$ cat config.mk
export PLATFORM = sky130hd
export DESIGN_NAME = mem_arbiter_flat
export DESIGN_NICKNAME = d
export VERILOG_FILES = /design/src/rtl/mem_arbiter_pkg.sv /design/src/rtl/mem_arbiter_if.sv /design/src/rtl/mem_arbiter_starve_ctr.sv /design/src/rtl/mem_arbiter.sv /design/src/flat_wrapper.sv
export SDC_FILE = /design/constraint.sdc
export NUM_CORES = 1
export LEC_CHECK = 0
export BUFFER_PORTS_ARGS = -buffer_cell sky130_fd_sc_hd__buf_4
export CAP_MARGIN = 15
export CORE_AREA = 4 4 135 98
export CTS_CLUSTER_SIZE = 10
export DETAILED_ROUTE_END_ITERATION = 16
export DIE_AREA = 0 0 139 102
export PLACE_DENSITY = 0.8
export SYNTH_ARGS = -nofsm -noshare
export SYNTH_HDL_FRONTEND = slang
export SYNTH_SLANG_ARGS = --single-unit
$ cat constraint.sdc
create_clock -name clk -period 4.71 [get_ports clk]
set_input_delay 0.471 -clock clk [delete_from_list [all_inputs] [get_ports clk]]
set_output_delay 0.471 -clock clk [all_outputs]
set_load 0.05 [all_outputs]
$ cat src/rtl/mem_arbiter_pkg.sv
// Shared definitions for the instruction/data memory arbiter.
package mem_arbiter_pkg;

    typedef logic [1:0] arb_state_t;

    localparam arb_state_t ARB_IDLE      = 2'd0;
    localparam arb_state_t ARB_BUSY_IF   = 2'd1;
    localparam arb_state_t ARB_BUSY_DATA = 2'd2;

    localparam int XLEN_DEFAULT       = 32;
    localparam int STARVE_MAX_DEFAULT = 4;

endpackage

$ cat src/rtl/mem_arbiter_if.sv
// Core-side fetch/data handshakes and the shared memory bus, seen from the arbiter (master)
// and from the core plus bus wrapper (slave).
interface mem_arbiter_if #(
    parameter int XLEN = 32
);
    logic            ifReq;
    logic [XLEN-1:0] ifAddr;
    logic            ifFlush;
    logic [XLEN-1:0] ifInstr;
    logic            ifValid;

    logic            dataReq;
    logic            dataWe;
    logic [XLEN-1:0] dataAddr;
    logic [XLEN-1:0] dataWdata;
    logic [XLEN-1:0] dataRdata;
    logic            dataValid;

    logic            memReq;
    logic            memWe;
    logic [XLEN-1:0] memAddr;
    logic [XLEN-1:0] memWdata;
    logic [XLEN-1:0] memRdata;
    logic            memAck;

    modport master (
        input  ifReq, ifAddr, ifFlush, dataReq, dataWe, dataAddr, dataWdata, memRdata, memAck,
        output ifInstr, ifValid, dataRdata, dataValid, memReq, memWe, memAddr, memWdata
    );

    modport slave (
        output ifReq, ifAddr, ifFlush, dataReq, dataWe, dataAddr, dataWdata, memRdata, memAck,
        input  ifInstr, ifValid, dataRdata, dataValid, memReq, memWe, memAddr, memWdata
    );

endinterface

$ cat src/rtl/mem_arbiter_starve_ctr.sv
// Saturating count of data grants that overtook a waiting fetch.
module arb_starve_ctr
    import mem_arbiter_pkg::*;
#(
    parameter int STARVE_MAX = STARVE_MAX_DEFAULT
) (
    input  logic clk,
    input  logic rst_n,
    input  logic inc,
    input  logic clr,
    output logic at_max
);

    localparam int CW = $clog2(STARVE_MAX + 1);
    localparam logic [CW-1:0] MAX_COUNT = CW'(STARVE_MAX);

    logic [CW-1:0] count;

    always_ff @(posedge clk or negedge rst_n) begin
        if (!rst_n) begin
            count <= '0;
        end else if (clr) begin
            count <= '0;
        end else if (inc && !at_max) begin
            count <= count + 1'b1;
        end
    end

    assign at_max = (count == MAX_COUNT);

endmodule

$ cat src/rtl/mem_arbiter.sv
// Shares one variable-latency memory bus between instruction fetch and load/store,
// data first, with a starvation guard that eventually forces a waiting fetch through.
module mem_arbiter
    import mem_arbiter_pkg::*;
#(
    parameter int XLEN       = XLEN_DEFAULT,
    parameter int STARVE_MAX = STARVE_MAX_DEFAULT
) (
    input  logic          clk,
    input  logic          rst_n,
    mem_arbiter_if.master bus
);

    arb_state_t      state;
    logic            flush_q;
    logic            if_valid_q;
    logic            data_valid_q;
    logic [XLEN-1:0] if_instr_q;
    logic [XLEN-1:0] data_rdata_q;
    logic            mem_req_q;
    logic            mem_we_q;
    logic [XLEN-1:0] mem_addr_q;
    logic [XLEN-1:0] mem_wdata_q;

    logic if_valid_out;
    logic if_pend;
    logic data_pend;
    logic grant_data;
    logic grant_if;
    logic at_max;

    // A requester seeing its valid this cycle is still holding the request it just finished.
    assign if_valid_out = if_valid_q & ~bus.ifFlush;
    assign if_pend      = bus.ifReq & ~if_valid_out;
    assign data_pend    = bus.dataReq & ~data_valid_q;
    assign grant_data   = (state == ARB_IDLE) & data_pend & ~(if_pend & at_max);
    assign grant_if     = (state == ARB_IDLE) & if_pend & ~grant_data;

    arb_starve_ctr #(
        .STARVE_MAX(STARVE_MAX)
    ) u_starve (
        .clk   (clk),
        .rst_n (rst_n),
        .inc   (grant_data & if_pend),
        .clr   (grant_if),
        .at_max(at_max)
    );

    always_ff @(posedge clk or negedge rst_n) begin
        if (!rst_n) begin
            state        <= ARB_IDLE;
            flush_q      <= 1'b0;
            if_valid_q   <= 1'b0;
            data_valid_q <= 1'b0;
            if_instr_q   <= '0;
            data_rdata_q <= '0;
            mem_req_q    <= 1'b0;
            mem_we_q     <= 1'b0;
            mem_addr_q   <= '0;
            mem_wdata_q  <= '0;
        end else begin
            if_valid_q   <= 1'b0;
            data_valid_q <= 1'b0;
            case (state)
                ARB_IDLE: begin
                    if (grant_data) begin
                        state       <= ARB_BUSY_DATA;
                        mem_req_q   <= 1'b1;
                        mem_we_q    <= bus.dataWe;
                        mem_addr_q  <= bus.dataAddr;
                        mem_wdata_q <= bus.dataWdata;
                    end else if (grant_if) begin
                        state      <= ARB_BUSY_IF;
                        mem_req_q  <= 1'b1;
                        mem_we_q   <= 1'b0;
                        mem_addr_q <= bus.ifAddr;
                    end
                end
                // A redirected fetch still runs to completion on the bus; only its result is dropped.
                ARB_BUSY_IF: begin
                    if (bus.memAck) begin
                        state     <= ARB_IDLE;
                        mem_req_q <= 1'b0;
                        flush_q   <= 1'b0;
                        if (!(flush_q || bus.ifFlush)) begin
                            if_instr_q <= bus.memRdata;
                            if_valid_q <= 1'b1;
                        end
                    end else if (bus.ifFlush) begin
                        flush_q <= 1'b1;
                    end
                end
                ARB_BUSY_DATA: begin
                    if (bus.memAck) begin
                        state        <= ARB_IDLE;
                        mem_req_q    <= 1'b0;
                        data_rdata_q <= bus.memRdata;
                        data_valid_q <= 1'b1;
                    end
                end
                default: begin
                    state     <= ARB_IDLE;
                    mem_req_q <= 1'b0;
                end
            endcase
        end
    end

    assign bus.ifInstr   = if_instr_q;
    assign bus.ifValid   = if_valid_out;
    assign bus.dataRdata = data_rdata_q;
    assign bus.dataValid = data_valid_q;
    assign bus.memReq    = mem_req_q;
    assign bus.memWe     = mem_we_q;
    assign bus.memAddr   = mem_addr_q;
    assign bus.memWdata  = mem_wdata_q;

endmodule

$ cat src/flat_wrapper.sv
// flat-port wrapper written by rule: the top's interface ports become plain ports
module mem_arbiter_flat import mem_arbiter_pkg::*;
#(
    parameter int XLEN       = XLEN_DEFAULT,
    parameter int STARVE_MAX = STARVE_MAX_DEFAULT
)
  (clk, rst_n, bus_ifReq, bus_ifAddr, bus_ifFlush, bus_dataReq, bus_dataWe, bus_dataAddr, bus_dataWdata, bus_memRdata, bus_memAck, bus_ifInstr, bus_ifValid, bus_dataRdata, bus_dataValid, bus_memReq, bus_memWe, bus_memAddr, bus_memWdata);
  mem_arbiter_if #(.XLEN(XLEN)) bus_i ();
  input  logic clk;
  input  logic rst_n;
  input wire logic [$bits(bus_i.ifReq)-1:0] bus_ifReq;
  input wire logic [$bits(bus_i.ifAddr)-1:0] bus_ifAddr;
  input wire logic [$bits(bus_i.ifFlush)-1:0] bus_ifFlush;
  input wire logic [$bits(bus_i.dataReq)-1:0] bus_dataReq;
  input wire logic [$bits(bus_i.dataWe)-1:0] bus_dataWe;
  input wire logic [$bits(bus_i.dataAddr)-1:0] bus_dataAddr;
  input wire logic [$bits(bus_i.dataWdata)-1:0] bus_dataWdata;
  input wire logic [$bits(bus_i.memRdata)-1:0] bus_memRdata;
  input wire logic [$bits(bus_i.memAck)-1:0] bus_memAck;
  output wire logic [$bits(bus_i.ifInstr)-1:0] bus_ifInstr;
  output wire logic [$bits(bus_i.ifValid)-1:0] bus_ifValid;
  output wire logic [$bits(bus_i.dataRdata)-1:0] bus_dataRdata;
  output wire logic [$bits(bus_i.dataValid)-1:0] bus_dataValid;
  output wire logic [$bits(bus_i.memReq)-1:0] bus_memReq;
  output wire logic [$bits(bus_i.memWe)-1:0] bus_memWe;
  output wire logic [$bits(bus_i.memAddr)-1:0] bus_memAddr;
  output wire logic [$bits(bus_i.memWdata)-1:0] bus_memWdata;
  assign bus_i.ifReq = bus_ifReq;
  assign bus_i.ifAddr = bus_ifAddr;
  assign bus_i.ifFlush = bus_ifFlush;
  assign bus_i.dataReq = bus_dataReq;
  assign bus_i.dataWe = bus_dataWe;
  assign bus_i.dataAddr = bus_dataAddr;
  assign bus_i.dataWdata = bus_dataWdata;
  assign bus_i.memRdata = bus_memRdata;
  assign bus_i.memAck = bus_memAck;
  assign bus_ifInstr = bus_i.ifInstr;
  assign bus_ifValid = bus_i.ifValid;
  assign bus_dataRdata = bus_i.dataRdata;
  assign bus_dataValid = bus_i.dataValid;
  assign bus_memReq = bus_i.memReq;
  assign bus_memWe = bus_i.memWe;
  assign bus_memAddr = bus_i.memAddr;
  assign bus_memWdata = bus_i.memWdata;
  mem_arbiter #(.XLEN(XLEN), .STARVE_MAX(STARVE_MAX)) u_core (.clk(clk), .rst_n(rst_n), .bus(bus_i));
endmodule
After elaboration in Yosys (flattened, before gate mapping)
Index checks and enable logic that the tools add are counted.
{"block": "classes", "eq_ne": 5, "n_addsub": 1, "bitwise": 15, "div_mod_pow": 0, "n_mul": 0, "n_reduce_logical": 14, "muxes": 21, "shifts": 0, "n_lt_le_gt_ge": 0}
{"cell": "32-bit two-way mux", "count": 2}
{"cell": "1-bit two-way mux", "count": 12}
{"cell": "2-bit AND reduction", "count": 5}
{"cell": "1-bit AND", "count": 9}
{"cell": "2-bit two-way mux", "count": 3}
{"cell": "3-bit two-way mux", "count": 2}
{"cell": "1-bit NOT", "count": 6}
{"cell": "2-bit nonzero test", "count": 3}
{"cell": "2-bit case mux with 2 select lines", "count": 1}
{"cell": "3-bit by 1-bit adder with 3-bit output (second input constant)", "count": 1}
{"cell": "3-bit equality test (second input constant)", "count": 1}
{"cell": "3-bit by 1-bit != test with 1-bit output (second input constant)", "count": 1}
{"cell": "3-bit AND reduction", "count": 1}
{"cell": "2-bit by 1-bit equality test with 1-bit output (second input constant)", "count": 1}
{"cell": "2-bit equality test (second input constant)", "count": 1}
{"cell": "2-bit zero test", "count": 1}
{"cell": "2-bit by 1-bit != test with 1-bit output (second input constant)", "count": 1}
{"cell": "1-bit case mux with 2 select lines", "count": 1}
{"cell": "2-bit OR reduction", "count": 1}
{"cell": "1-bit logical AND", "count": 1}
{"cell": "1-bit zero test", "count": 1}
{"cell": "1-bit logical OR", "count": 1}
{"block": "word_totals", "romBits": 0, "register_bits": 138, "output_inout_bits": 132, "ramBits": 0, "word_cells": 67, "n_memories": 0, "latchBits": 0}

Longest topological paths before layout
Gate-level depths: netlist of the first run.
{"block": "depth", "ltp_word": 12, "ltp_mapped": 8, "ltp_nobuf": 6}

Modules after synthesis
Synthesis of the first run repeated with hierarchy kept, for this count alone.
{"block": "unflattened", "cells_unflattened": 364, "area_unflattened_um2": 5566.6}
{"mod": "mem_arbiter", "area_per_inst_um2": 5368.9, "n_inst": 1, "cells_each": 346}
{"mod": "arb_starve_ctr", "area_per_inst_um2": 197.7, "n_inst": 1, "cells_each": 18}

Worst setup path after synthesis of the first run
OpenSTA, ideal clock, no wires.
{"block": "synth_path", "kind": "input-to-reg", "startpoint": "input port bus_ifFlush", "endpoint": "register u_core.mem_addr_q[1] (netlist: u_core.bus.memAddr[1])", "t_required_ns": 4.633, "setup_ns": 0.077, "arrival_time_ns": 1.659, "stages": 6, "path_slack_ns": 2.974, "path_cell_list": "nand2b_2 -> inv_1 -> o21a_1 -> buf_2 -> a21oi_1 -> a21oi_1"}
{"block": "synth_between", "elab_chain_cells": 11}
{"item": "start, declared", "line_no": "flat_wrapper.sv:13", "rtl": "input wire logic [$bits(bus_i.ifFlush)-1:0] bus_ifFlush;"}
{"item": "1-bit NOT *", "line_no": "mem_arbiter.sv:33", "rtl": "assign if_valid_out = if_valid_q & ~bus.ifFlush;"}
{"item": "1-bit AND *", "line_no": "mem_arbiter.sv:33"}
{"item": "via bus_ifValid", "line_no": "flat_wrapper.sv:21", "rtl": "output wire logic [$bits(bus_i.ifValid)-1:0] bus_ifValid;"}
{"item": "1-bit NOT *", "line_no": "mem_arbiter.sv:34", "rtl": "assign if_pend = bus.ifReq & ~if_valid_out;"}
{"item": "1-bit AND *", "line_no": "mem_arbiter.sv:34"}
{"item": "1-bit AND", "line_no": "mem_arbiter.sv:36", "rtl": "assign grant_data = (state == ARB_IDLE) & data_pend & ~(if_pend & at_max);"}
{"item": "1-bit NOT", "line_no": "mem_arbiter.sv:36"}
{"item": "1-bit AND", "line_no": "mem_arbiter.sv:36"}
{"item": "1-bit NOT", "line_no": "mem_arbiter.sv:37", "rtl": "assign grant_if = (state == ARB_IDLE) & if_pend & ~grant_data;"}
{"item": "1-bit AND", "line_no": "mem_arbiter.sv:37"}
{"item": "2-bit nonzero test (no line)"}
{"item": "2-bit AND reduction (no line)"}
{"item": "end signal, assigned", "line_no": "mem_arbiter.sv:70", "rtl": "mem_addr_q <= bus.dataAddr;"}
{"item": "end signal, assigned", "line_no": "mem_arbiter.sv:76", "rtl": "mem_addr_q <= bus.ifAddr;"}
{"item": "end, declared", "line_no": "mem_arbiter.sv:22", "rtl": "logic [XLEN-1:0] mem_addr_q;"}
The timed path passes the listed nets; every way through them passes the cells marked *.
A chain may end at the register's enable or synchronous reset.

Final worst setup path of the first run
{"block": "layout_path", "startpoint": "register u_core.state[0]", "endpoint": "register u_core.mem_addr_q[5] (netlist: u_core.bus.memAddr[5])"}
{"block": "layout_between", "elab_chain_cells": 7}
{"item": "start, declared", "line_no": "mem_arbiter.sv:14", "rtl": "arb_state_t state;"}
{"item": "start signal, assigned", "line_no": "mem_arbiter.sv:51", "rtl": "state <= ARB_IDLE;"}
{"item": "start signal, assigned", "line_no": "mem_arbiter.sv:67", "rtl": "state <= ARB_BUSY_DATA;"}
{"item": "start signal, assigned", "line_no": "mem_arbiter.sv:73", "rtl": "state <= ARB_BUSY_IF;"}
{"item": "2-bit zero test *", "line_no": "mem_arbiter.sv:36, mem_arbiter.sv:37, mem_arbiter.sv:64"}
{"item": "1-bit AND (2 in a row)", "line_no": "mem_arbiter.sv:36"}
{"item": "1-bit NOT", "line_no": "mem_arbiter.sv:37"}
{"item": "1-bit AND", "line_no": "mem_arbiter.sv:37"}
{"item": "2-bit nonzero test (no line)"}
{"item": "2-bit AND reduction (no line)"}
Mark *: on every way between the ends. The rest lies on a longest branch, timed or not.

==> key figures, run 1 <==
Logic synthesis
  – Syn Area/Cell: 11.2 µm²
  – Syn_nets: 633
  – Dominant cells by area after synthesis: dfrtp_1 (62%), mux2_2 (13%), nand2_1 (9.0%)
  – Post-synth cell types: 29
  – #FFs+latches synth: 138
  – Synth top area share: 0.625
  – Yosys top cell by area: dfrtp_1
  – Post-synth EDFFs: 0
  – Top FF cell, synth: dfrtp_1
  – Synthesis warning total: 0
  – Synth cell count leaders: dfrtp_1 (138), nand2_1 (133), a21oi_1 (68)
  – Gate Count Post-Synth: 493
  – Mapped Area: 5530 µm²
  – Sequential share of the synthesized area: 0.625
  – Most frequent cell after synthesis: dfrtp_1
  – FFs w/ async S/R, synth: 1.00

Run
  – Maxcap violations: 0

STA
  – Min Tclk post-route: 2.58 ns
  – Relative slew slack: 0.246
  – Max frequency: 388 MHz
  – Clock Skews: 0.0112 ns
  – Final-report setup violation count: 0
  – Final Max Tran Viols: 0
  – Setup_tns: 0 ns
  – Least-Margin Pin Slew: 1.13 ns
  – Setup repair after global routing missed its margin: false
  – Fin. Hold Viols: 0
  – Period utilization: 0.547

GRT
  – Largest net degree at the start of global routing: 96
  – Initial antenna violation count: 0
  – Global-route wire length before repair: 25300 µm
  – Global Route Usage Sum: 0.223
  – GR Overflow Total: 0
  – Number of global-route vias before repair: 4963

Floorplan
  – Initial Util: 0.457
  – Rows: 34
  – Die Y: 102 µm
  – Die area: 14200 µm²
  – Core area: 12100 µm²
  – Die X: 139 µm
  – Ports: 267

Route
  – DR vias/cell: 5.03
  – Vias: 4691
  – Drt drc: 0
  – Final WL: 15700 µm
  – Router iterations before antenna repair: 4
  – Final ANT Viol Nets: 0
  – Routed len/inst: 16.8 µm
  – Initial drt markers: 261

Setup path
  – CP Buf/Inv Count: 2
  – CP Launch Type: register
  – Critical Path RT: 5.04 ns
  – CP max stage cell: a41oi_4
  – Critical path peak fanout: 47
  – Crit end category: register
  – CP delay by family, top: compound AO/OA/AOI/OAI gates
  – Cell mode on critical path: a21oi_1
  – CP cell instances: inv_1 -> ha_1 -> nand3b_2 -> a41oi_4 -> buf_4 -> a21oi_1 -> a21oi_1
  – Critical Path Max Stage Delay: 0.59 ns
  – Critical path class: reg -> reg
  – Worst path arrival time: 2.90 ns

Final layout
  – Final core utilization: 0.690
  – Antenna cells: 0
  – Fin nets: 898
  – Layout area overhead: 50.9%
  – Share of cells above drive strength 1: 0.485

Place
  – # port buffers: 266
  – DPL Wire Length: 11500 µm
  – GPL Wtd Cong: 0.850

CTS
  – Clock Latency Late Sink: 0.41 ns
  – Hold buffers post-CTS: 0
  – CTS root buf: clkbuf_16
  – Max H-tree Level: 4
  – Clock Pin Slew Worst Setup and Hold Paths: 0.06 ns
  – Clock tree buffer depth: 2
  – Post-CTS sizing: 0
  – Postcts setup bufs: 0
  – CTS sink cnt: 138
  – TritonCTS buffer count: 17
  – CTS tree: built

Power and ir drop
  – Leak pwr: 4.24 nW
  – Maximum vdd drop: 551 µV
  – PwrDens: 935 nW/µm²

Run status
  – Status: complete, no violations

Worst hold path
  – Hold Crit Class: in -> async
-- logic make-up after synthesis --
group,share of synthesized area
adders and majority gates,0.0113
buffers and inverters,0.0297
AOI/OAI and AO/OA,0.0811
DFF,0.625
muxes,0.132
and+or+nand+nor,0.120
-- where the power goes --
group | internal (W) | total, W | switching (W)
clock | 0.000922 | 0.00144 | 0.000519
combinational | 0.00132 | 0.00425 | 0.00293
sequential | 0.00177 | 0.00210 | 0.000333
total | 0.00402 | 0.00780 | 0.00378
-- routing by layer --
metal	part of all wire	GRT usage
met5	0	0
met1	0.39	0.259
met2	0.50	0.381
met4	0.018	0.0820
met3	0.098	0.0870
-- flip-flops by register name, summed over array words and instances (netlist names) --
name                   count
u_core.u_starve.count      3
u_core.bus.memWe           1
u_core.bus.memAddr        32
u_core.bus.dataRdata      32
u_core.bus.memWdata       32
u_core.bus.memReq          1
u_core.state               2
u_core.bus.ifInstr        32
u_core.if_valid_q          1
u_core.flush_q             1
u_core.bus.dataValid       1
-- cell usage in the layout (no fill, tap or decap), drive strengths merged --
cell      Yosys  routed
nand3b        1       1
o32ai         1       1
o22ai         1       1
a41o          1       1
bufinv        0       4
nand2       133     133
o22a          1       1
dfrtp       138     138
a31oi         1       1
o21a          1       1
nand2b        1       1
a21oi        68      68
nor2         32      32
nand3         1       1
o21ai         2       2
a211oi        1       1
a41oi         2       2
clkinv        0       2
ha            5       5
clkinvlp      0       2
a22o          2       2
nor3          2       2
inv           7      11
clkbuf        1      20
mux2         65      65
nor2b         1       1
buf          25     272
-- area by class of cell --
cell class	count	area (µm²)
Fill cell	874	3740
Sequential cell	138	3450
Timing Repair Buffer	272	2090
Multi-Input combinational cell	322	1930
Clock buffer	20	457
Tap cell	162	203
Clock inverter	12	184
Inverter	7	26.3
-- through the flow --
step	hold WS, ns	area [µm²]	worst slack (ns)	std cells	total power [W]
finish	0.154	8340	2.13	933	0.00780
detailed placement	0.464	7670	2.12	900	0.00638
CTS	0.178	8310	2.11	932	0.00784
global placement	0.460	7640	2.31	899	0.00623
floorplan	0.175	5530	2.97	493	0.00498
global route	0.216	8340	1.90	933	0.00819
-- worst reg2reg max path, delay by kind of cell (launching register included) --
| family | cells | cell delay, ns |
|---|---|---|
| fa+ha+maj | 1 | 0.29 |
| compound gates | 3 | 0.95 |
| buf+inv | 2 | 0.65 |
| simple gates | 1 | 0.23 |
| flops | 1 | 0.38 |
-- worst paths after layout --
| check | slack [ns] | end | depth (start not counted) | from |
|---|---|---|---|---|
| setup / recovery | 2.13 | u_core.bus.memAddr[5] | 7 | u_core.state[0] |
| hold / removal | 0.15 | u_core.bus.dataRdata[25] | 1 | rst_n |
| setup reg to reg | 2.13 | u_core.bus.memAddr[5] | 7 | u_core.state[0] |
| hold reg to reg | 0.47 | u_core.bus.memWdata[28] | 2 | u_core.bus.memWdata[28] |
| max in group asynchronous | 3.46 | u_core.bus.memWdata[26] | 2 | rst_n |
| min in group clk | 0.25 | u_core.bus.memWdata[13] | 3 | bus_dataWdata[13] |
(Power assumes the default switching activity.)
==> inputs of run 2 (changes only) <==
--- a/config.mk
+++ b/config.mk
@@ -7,11 +7,11 @@
 export LEC_CHECK = 0
 export BUFFER_PORTS_ARGS = -buffer_cell sky130_fd_sc_hd__buf_4
 export CAP_MARGIN = 15
-export CORE_AREA = 4 4 135 98
+export CORE_AREA = 4 4 136 99
 export CTS_CLUSTER_SIZE = 10
 export DETAILED_ROUTE_END_ITERATION = 16
-export DIE_AREA = 0 0 139 102
-export PLACE_DENSITY = 0.8
+export DIE_AREA = 0 0 140 103
+export PLACE_DENSITY = 0.79
 export SYNTH_ARGS = -nofsm -noshare
 export SYNTH_HDL_FRONTEND = slang
 export SYNTH_SLANG_ARGS = --single-unit
==> constraint.sdc (replaced) <==
create_clock -name clk -period 2.5 [get_ports clk]
set_input_delay 0.25 -clock clk [delete_from_list [all_inputs] [get_ports clk]]
set_output_delay 0.25 -clock clk [all_outputs]
set_load 0.05 [all_outputs]
==> run 2 against run 1 <==
  * Sequential share of layout area fell by 0.25 points
  * Critical path depth did not move
  * Non-clock buffer count grew 4
  * Routed wire length down 1.3%
  * Critical endpoint is now u_core.bus.memAddr[8]
  * Critical path type unchanged
==> key figures, run 2 (synthesized netlist as in run 1, its figures left out) <==
Run status
  – Status: complete, no violations

CTS
  – Clock Pin Slew Worst Setup and Hold Paths: 0.06 ns (about the same)
  – CTS tree: built
  – TritonCTS buffer count: 17 (unchanged)
  – Postcts setup bufs: 0 (unchanged)
  – Max H-tree Level: 4 (unchanged)
  – Clock Latency Late Sink: 0.41 ns (about the same)
  – Clock tree buffer depth: 2 (unchanged)
  – CTS root buf: clkbuf_16
  – CTS sink cnt: 138 (unchanged)

GRT
  – Initial antenna violation count: 0 (unchanged)
  – Global-route wire length before repair: 24200 µm (-4.3%)
  – GR Overflow Total: 0 (unchanged)
  – Global Route Usage Sum: 0.211 (-0.0113)
  – Number of global-route vias before repair: 4820 (-2.9%)
  – Largest net degree at the start of global routing: 66 (-31%)

STA
  – Setup repair after global routing missed its margin: false
  – Min Tclk post-route: 2.05 ns (-0.530 ns)
  – Setup_tns: 0 ns (unchanged)
  – Period utilization: 0.819 (+0.272)
  – Fin. Hold Viols: 0 (unchanged)
  – Final-report setup violation count: 0 (unchanged)
  – Least-Margin Pin Slew: 0.689 ns (-0.441 ns)
  – Final Max Tran Viols: 0 (unchanged)
  – Max frequency: 488 MHz (+26%)
  – Relative slew slack: 0.541 (+0.294)
  – Clock Skews: 0.00714 ns (-0.00410 ns)
  – Worst-case hold slack: 0.0299 ns (-0.124 ns)

Place
  – GPL Wtd Cong: 0.863 (+1.4%)
  – # port buffers: 266 (unchanged)
  – DPL Wire Length: 11700 µm (+1.2%)

Final layout
  – Fillers: 909 (+4.0%)
  – Antenna cells: 0 (unchanged)
  – Share of cells above drive strength 1: 0.486 (+0.00137)
  – Register area: 3450 µm² (unchanged)
  – Most common cell after layout, fill and taps aside: buf_4
  – Most frequent cells in the layout: buf_4 (271), dfrtp_1 (138), nand2_1 (133)
  – Layout area overhead: 51.9%
  – Multi-input gate area: 1940 µm² (+0.52%)
  – Fin nets: 902 (+0.45%)

Setup path
  – Worst path arrival time: 2.37 ns (-0.53 ns)
  – Critical Path RT: 2.82 ns (-2.22 ns)
  – Critical path class: reg -> reg
  – Crit end category: register
  – Critical path peak fanout: 34 (-28%)
  – CP Launch Type: register
  – R2R cell count: 7 (unchanged)

Power and ir drop
  – Maximum vdd drop: 1220 µV (+120%)
  – Leak pwr: 4.26 nW (+0.54%)
  – PwrDens: 1750 nW/µm² (+87%)
  – Total power: 0.0147 W (+88%)

Route
  – Vias: 4707 (+0.34%)
  – Drt drc: 0 (unchanged)
  – Initial drt markers: 182 (-30%)
  – Final WL: 15500 µm (-1.3%)
  – Final ANT Viol Nets: 0 (unchanged)
  – Router iterations before antenna repair: 4 (unchanged)
  – DR vias/cell: 5.02 (about the same)
  – Routed len/inst: 16.6 µm (-1.7%)

Worst hold path
  – Cell count of the worst hold path: 3
  – Hold Crit Class: in -> reg

Floorplan
  – Die area: 14400 µm² (+1.7%)
  – Ports: 267 (unchanged)
  – Die Y: 103 µm (+0.98%)
  – Die X: 140 µm (+0.72%)
  – Rows: 34 (unchanged)
  – Initial Util: 0.454 (-0.00320)
  – Core area: 12200 µm² (+0.70%)

Run
  – Maxcap violations: 0 (unchanged)
run 2: stage by stage:
step | worst slack [ns] | cells | cell area (µm²) | util
3_5_place_dp | 0.150 | 903 | 7700 | 0.633
4_1_cts | 0.132 | 936 | 8350 | 0.687
5_1_grt | 0.285 | 937 | 8390 | 0.690
6_report | 0.452 | 937 | 8390 | 0.690
3_3_place_gp | 0.353 | 903 | 7700 | 0.633
2_1_floorplan | 0.802 | 493 | 5530 | -
run 2: what timing repair did:
action | CTS | global route
hold buffers | 1 | 0
hold endpoints to repair | 56 | 0
resized for setup | 0 | 1
setup endpoints to repair | 0 | 1
run 2: worst paths after layout:
path	from	endpoint	slack, ns
max	u_core.state[0]	u_core.bus.memAddr[8]	0.45
min	bus_dataWdata[31]	u_core.bus.memWdata[31]	0.03
max reg2reg	u_core.state[0]	u_core.bus.memAddr[8]	0.45
min reg2reg	u_core.bus.memWdata[30]	u_core.bus.memWdata[30]	0.48
max in group asynchronous	rst_n	u_core.bus.memAddr[16]	1.33
min in group asynchronous	rst_n	u_core.bus.memWdata[8]	0.38
run 2: cell type report:
cell class                 count  share of cell area
sequential                   138               0.412
clock inverter                12              0.0224
inverter                       7             0.00313
timing repair buffer         276               0.253
tap                          162              0.0242
multi-input combinational    322               0.231
clock buffer                  20              0.0544
run 2: critical path, cell delays in order, from the launching register on:
cell	delay (ns)
dfrtp_1	0.39
inv_1	0.12
ha_1	0.29
nand3b_2	0.24
a41oi_4	0.26
buf_4	0.36
a21oi_1	0.12
a21oi_1	0.18
run 2: where the power goes:
part           internal [W]  switching (W)  leakage [nW]
sequential          0.00334       0.000649          1.66
clock               0.00174       0.000948         0.307
combinational       0.00249        0.00550          2.30
total               0.00756        0.00710          4.26
run 2: per-layer routing:
| layer | GRT usage | routed length [µm] | up-vias |
|---|---|---|---|
| li1 | - | - | 2178 |
| met1 | 0.248 | 5930 | 2287 |
| met2 | 0.362 | 7840 | 215 |
| met3 | 0.0765 | 1390 | 27 |
| met4 | 0.0812 | 358 | 0 |
| met5 | 0 | 0 | - |
